### src/rtl/pipe_ctrl_pkg.sv
// Shared encodings and types for the pipeline hazard/flush control logic.
// Branch types, IDflush codes, the active-low flush level and the controller state.
package pipe_ctrl_pkg;

    localparam logic [1:0] BR_EQ   = 2'b00;
    localparam logic [1:0] BR_LT   = 2'b01;
    localparam logic [1:0] BR_GT   = 2'b10;
    localparam logic [1:0] BR_NONE = 2'b11;

    localparam logic [1:0] ID_PASS   = 2'b11;
    localparam logic [1:0] ID_BUBBLE = 2'b01;
    localparam logic [1:0] ID_FLUSH  = 2'b00;

    localparam logic NO_FLUSH = 1'b1;
    localparam logic DO_FLUSH = ~NO_FLUSH;

    localparam int MD_CNT_W = 4;

    typedef enum logic [1:0] {
        RUN     = 2'b00,
        MD_BUSY = 2'b01,
        HALTED  = 2'b10
    } ctrl_state_e;

    // The comparator result is meaningless unless EX holds a real branch.
    function automatic logic is_branch(input logic [1:0] bra);
        return (bra == BR_EQ) || (bra == BR_LT) || (bra == BR_GT);
    endfunction

endpackage

### src/rtl/md_stall_counter.sv
// Down counter that times a multi-cycle MUL/DIV stall.
// Loaded with the remaining stall length; last_o flags the final busy cycle.
module md_stall_counter
    import pipe_ctrl_pkg::*;
(
    input  logic                clk,
    input  logic                rst,
    input  logic                load_i,
    input  logic [MD_CNT_W-1:0] load_val_i,
    input  logic                dec_i,
    output logic                last_o
);

    logic [MD_CNT_W-1:0] cnt_q;
    logic [MD_CNT_W-1:0] cnt_d;

    // Saturates at zero so a stray decrement can never wrap the count.
    always_comb begin
        cnt_d = cnt_q;
        if (load_i) begin
            cnt_d = load_val_i;
        end else if (dec_i && (cnt_q != '0)) begin
            cnt_d = cnt_q - 1'b1;
        end
    end

    always_ff @(posedge clk) begin
        if (rst) begin
            cnt_q <= '0;
        end else begin
            cnt_q <= cnt_d;
        end
    end

    assign last_o = (cnt_q == MD_CNT_W'(1));

endmodule

### src/rtl/hazard_flush_ctrl.sv
// Hazard and flush controller: turns the ID/EX control word into flush strobes and
// PC / IF-ID write enables for taken branches, load-use, MUL/DIV stalls and HALT.
module hazard_flush_ctrl
    import pipe_ctrl_pkg::*;
#(
    parameter int REG_W  = 4,
    parameter int MD_LAT = 4
)
(
    input  logic             clk,
    input  logic             rst,
    input  logic [REG_W-1:0] id_rs,
    input  logic [REG_W-1:0] id_rt,
    input  logic             id_uses_rt,
    input  logic             ex_down,
    input  logic [REG_W-1:0] ex_dst,
    input  logic [1:0]       ex_bra,
    input  logic             ex_br_taken,
    input  logic             ex_muldiv,
    input  logic             ex_halt,
    output logic             pc_we,
    output logic             ifid_we,
    output logic             IFflush,
    output logic [1:0]       IDflush,
    output logic             EXflush,
    output logic             MEMflush,
    output logic             md_busy,
    output logic             halted
);

    if ((MD_LAT < 2) || (MD_LAT > 15)) begin : g_md_lat_check
        $fatal(1, "hazard_flush_ctrl: MD_LAT must lie within 2..15");
    end

    ctrl_state_e state_q;
    ctrl_state_e state_d;
    logic        md_ack_q;
    logic        md_ack_d;
    logic        cnt_load;
    logic        cnt_dec;
    logic        cnt_last;
    logic        branch_taken;
    logic        load_use;

    assign branch_taken = is_branch(ex_bra) && ex_br_taken;
    assign load_use     = ex_down &&
                          ((ex_dst == id_rs) || (id_uses_rt && (ex_dst == id_rt)));

    md_stall_counter u_md_cnt (
        .clk        (clk),
        .rst        (rst),
        .load_i     (cnt_load),
        .load_val_i (MD_CNT_W'(MD_LAT - 1)),
        .dec_i      (cnt_dec),
        .last_o     (cnt_last)
    );

    always_ff @(posedge clk) begin
        if (rst) begin
            state_q  <= RUN;
            md_ack_q <= 1'b0;
        end else begin
            state_q  <= state_d;
            md_ack_q <= md_ack_d;
        end
    end

    // While rst is high every strobe shows its idle value, whatever state was held.
    always_comb begin
        state_d  = state_q;
        md_ack_d = 1'b0;
        cnt_load = 1'b0;
        cnt_dec  = 1'b0;
        pc_we    = 1'b1;
        ifid_we  = 1'b1;
        IFflush  = NO_FLUSH;
        IDflush  = ID_PASS;
        EXflush  = NO_FLUSH;
        MEMflush = NO_FLUSH;

        if (rst) begin
            state_d = RUN;
        end else begin
            case (state_q)
                RUN: begin
                    if (ex_halt) begin
                        pc_we   = 1'b0;
                        ifid_we = 1'b0;
                        IFflush = DO_FLUSH;
                        IDflush = ID_FLUSH;
                        state_d = HALTED;
                    end else if (branch_taken) begin
                        IFflush = DO_FLUSH;
                        IDflush = ID_FLUSH;
                    end else if (ex_muldiv && !md_ack_q) begin
                        pc_we    = 1'b0;
                        ifid_we  = 1'b0;
                        MEMflush = DO_FLUSH;
                        cnt_load = 1'b1;
                        state_d  = MD_BUSY;
                    end else if (load_use) begin
                        pc_we   = 1'b0;
                        ifid_we = 1'b0;
                        IDflush = ID_BUBBLE;
                    end
                end
                MD_BUSY: begin
                    pc_we    = 1'b0;
                    ifid_we  = 1'b0;
                    MEMflush = DO_FLUSH;
                    cnt_dec  = 1'b1;
                    // md_ack lets the held MUL/DIV leave EX without re-entering the stall.
                    if (cnt_last) begin
                        state_d  = RUN;
                        md_ack_d = 1'b1;
                    end
                end
                HALTED: begin
                    pc_we   = 1'b0;
                    ifid_we = 1'b0;
                    IFflush = DO_FLUSH;
                    IDflush = ID_FLUSH;
                    EXflush = DO_FLUSH;
                end
                default: begin
                    state_d = RUN;
                end
            endcase
        end
    end

    assign md_busy = !rst && (state_q == MD_BUSY);
    assign halted  = !rst && (state_q == HALTED);

endmodule

### config.mk
export PLATFORM = sky130hd
export DESIGN_NAME = hazard_flush_ctrl
export DESIGN_NICKNAME = d
export VERILOG_FILES = /design/src/rtl/pipe_ctrl_pkg.sv /design/src/rtl/md_stall_counter.sv /design/src/rtl/hazard_flush_ctrl.sv
export SDC_FILE = /design/constraint.sdc
export NUM_CORES = 1
export LEC_CHECK = 0
export CAP_MARGIN = 20
export CORE_UTILIZATION = 28
export CTS_CLUSTER_SIZE = 28
export DETAILED_ROUTE_END_ITERATION = 8
export PLACE_DENSITY = 0.66
export SLEW_MARGIN = 20
export SYNTH_ARGS = -nofsm -noshare
export SYNTH_HDL_FRONTEND = slang
export SYNTH_SLANG_ARGS = --single-unit
export TNS_END_PERCENT = 30
### constraint.sdc
create_clock -name clk -period 1.88 [get_ports clk]
set_input_delay 0.282 -clock clk [delete_from_list [all_inputs] [get_ports clk]]
set_output_delay 0.282 -clock clk [all_outputs]
set_load 0.01 [all_outputs]
==> run_results.csv <==
group,metric,value,unit
floorplan,start_util,30.9,%
critical_path,crit_required,1.60,ns
power_and_ir_drop,peakVddDrop,0.321,mV
critical_path,r2r_cells,10,
synth,yosysUniqueCellTypes,27,
synth,synthSimpleGateAreaFrac,23.6,%
detailed_routing,post-route-drc-count,0,
cells_and_area,regArea,143,µm²
cells_and_area,area_delta_synth_final,72.8,%
grt,track_usage,14.7,%
critical_path,rrSetupSlack,0.20,ns
sta,period_minus_slack,1.81,ns
critical_path,regToRegEndpoint,"u_md_cnt.cnt_q[2]",
sta,fin_crit_sh,96.5,%
sta,hold_viol,0,
worst_hold_path,hp-class,"flip-flop to flip-flop",
worst_hold_path,holdPathStages,2,
sta,rsz0062_at_grt,"yes",
grt,first_global_vias,638,
cells_and_area,fillCellCount,197,
detailed_routing,ant_nets,0,
critical_path,cp-end-kind,"primary output",
power_and_ir_drop,power-per-cell-area,558,nW/µm²
synth,synth_top_family_by_area,"simple AND/OR/NAND/NOR gates",
synth,synth_xor_area_share,15.4,%
power_and_ir_drop,leakagePower,0.481,nW
critical_path,cp-start-kind,"input port",
clocking,clk_latency,0.25,ns
synth,synth-main-ff-cell,"dfxtp_1",
power_and_ir_drop,power,0.604,mW
placed_design,io_buffers,29,
detailed_routing,wire_per_inst,10.5,µm
detailed_routing,routed_via_density,4.38,
floorplan,ios,30,
synth,syn_area,626,µm²
grt,antenna_found_initial,0,
placed_design,pre_cts_ws,-0.392,ns
synth,synth_edf_count,0,
detailed_routing,drt_iter0_drc,12,
clocking,cts-root-buf,"clkbuf_4",
cells_and_area,layout-drive-gt1-share,28.1,%
sta,worst_slack,0.0659,ns
floorplan,coreArea,2020,µm²
detailed_routing,routed_wl,1550,µm
run_status,status,"finished, final reports clean",
sta,drv_slew,0,
synth,synth_fa_ha_area_share,12.0,%
grt,grt_start_max_net_pins,10,
critical_path,rr_startpoint,"state_q[1]",
detailed_routing,dr.pass1.iters,4,
placed_design,gp_congestion,0.847,
detailed_routing,via_count,648,
synth,ys_seq_area_share,22.4,%
synth,synthArstFlopShare,0,%
clocking,numCtsBuffers,3,
grt,grt_pass1_wl,2710,µm
synth,synthCells,78,
flow_run,drv_cap,0,
sta,finalSetupViolCount,0,
sta,fin_worst_skew,0.00188,ns
critical_path,cp_data_arrival_time,1.53,ns
synth,synth.avg_cell_area,8.02,µm²
floorplan,die_h,49.3,µm
critical_path,cp_max_fo,3,
synth,synth_compound_area_share,18.8,%
clocking,cts_max_level,1,
sta,relSlewSlack,84.2,%
placed_design,dp_hpwl,1290,µm
grt,grt_remaining_overflow,0,
worst_hold_path,worstHoldStart,"u_md_cnt.cnt_q[3]",
floorplan,fp.dieW,49.3,µm
floorplan,row_count,16,
clocking,cts_tree,"built",
synth,synth_nets,105,
cells_and_area,layout.nets,149,
synth,muxShareOfSynthArea,0,%
sta,worst_slew_pin_slew,0.237,ns
synth,yosys_register_bits,7,
floorplan,dieArea,2430,µm²
worst_hold_path,min_to,"u_md_cnt.cnt_q[3]",
synth,yosys_warnings,0,
sta,fmax,551,MHz
cells_and_area,antenna-diode-count,0,
clocking,clk_pin_slew,0.05,ns
critical_path,setup.worst_path.class,"input port to primary output",
clocking,cts_hold_buf,0,
clocking,cts_max_path_buffers,2,
clocking,cts_sinks,7,
clocking,postCtsSetupBuffers,0,
cells_and_area,multi_input_area,488,µm²
## cells in the mapped netlist (2+ instances only)
cell      n  area [µm²]
nor2_1    8        30.0
dfxtp_1   7         140
xor2_1    7        61.3
ha_1      6        75.1
inv_1     6        22.5
nand2_1   6        22.5
nor3_1    5        25.0
a21oi_1   4        20.0
xnor2_1   4        35.0
nand2b_1  3        18.8
o21ai_0   3        15.0
buf_4     2        15.0
nand4_1   2        12.5
nor2b_1   2        12.5
## report_power, final
group | switching, mW | internal (mW)
combinational | 0.132 | 0.167
clock | 0.0561 | 0.0810
sequential | 0.00720 | 0.160
## stage by stage
step | TNS, ns | std cells | util, % | hold slack [ns] | instance area, µm²
after floorplan | 0 | 78 | - | 0.440 | 626
after global placement | -1.76 | 144 | 50.5 | 0.559 | 1020
after detailed placement | -1.88 | 144 | 50.5 | 0.568 | 1020
after CTS | -0.0733 | 148 | 52.0 | 0.580 | 1050
after global routing | -0.0169 | 148 | 53.5 | 0.614 | 1080
final | 0 | 148 | 53.5 | 0.578 | 1080
## area by class of cell
class	count	area share, %
Multi-Input combinational cell	62	45.1
Timing Repair Buffer	42	34.0
Tap cell	27	3.12
Sequential cell	7	13.2
Inverter	6	2.08
Clock buffer	4	2.43
## layer usage
metal,global-route usage [%],up-vias,wire [µm]
li1,-,344,-
met1,15.7,286,663
met2,25.8,16,787
met3,5.30,2,86
met4,5.88,0,10
met5,0,-,0
## how the worst max path moves through the flow
| stage | from | endpoint | slack (ns) | cells past startpoint |
|---|---|---|---|---|
| CTS | ex_dst[3] | ifid_we | -0.07 | 7 |
| global placement | ex_dst[0] | ifid_we | -0.37 | 7 |
| global route | state_q[0] | IFflush | -0.01 | 7 |
| detailed placement | ex_dst[0] | ifid_we | -0.39 | 7 |
| finish | ex_muldiv | MEMflush | 0.07 | 5 |
| floorplan | state_q[0] | pc_we | 0.21 | 6 |
## repair_timing
action	in CTS	in global routing
pin swaps	1	2
endpoints found under the setup margin	9	7
cloned	0	0
endpoints found under the hold margin	0	0
resized for setup	20	15
## layout by cell type, fill, tap and decap left out, types with 2 or more instances in the layout
cell / n
clkdlybuf4s50_1: 18
buf_4: 13
nor2_1: 8
xor2_1: 7
nand2_1: 6
inv_1: 5
ha_1: 5
dfxtp_1: 5
xnor2_1: 4
nor3_1: 4
a21oi_1: 4
dlygate4sd2_1: 4
clkbuf_4: 3
nand2b_4: 2
o21ai_1: 2
nand4_1: 2
o21ai_0: 2
dlymetal6s2s_1: 2
clkbuf_2: 2
buf_2: 2
dfxtp_2: 2
## cells by family (layout without fill, tap and decap cells)
logic type | count (synthesis) | count (layout)
AND/OR/NAND/NOR | 29 | 29
AO/OA/AOI/OAI | 16 | 16
XOR/XNOR | 11 | 11
buffers and inverters | 9 | 52
flip-flops | 7 | 7
adder cells (fa/ha/maj) | 6 | 6
## worst max-delay path: stages
cell	delay (ns)
clkdlybuf4s50_1	0.46
or2b_4	0.28
nor3_4	0.13
o21bai_1	0.10
dlygate4sd2_1	0.28
## sequential cells by signal, indices dropped and copies added (netlist names)
register / cells
md_ack_q: 1
state_q: 2
u_md_cnt.cnt_q: 4
(Power assumes the default switching activity.)
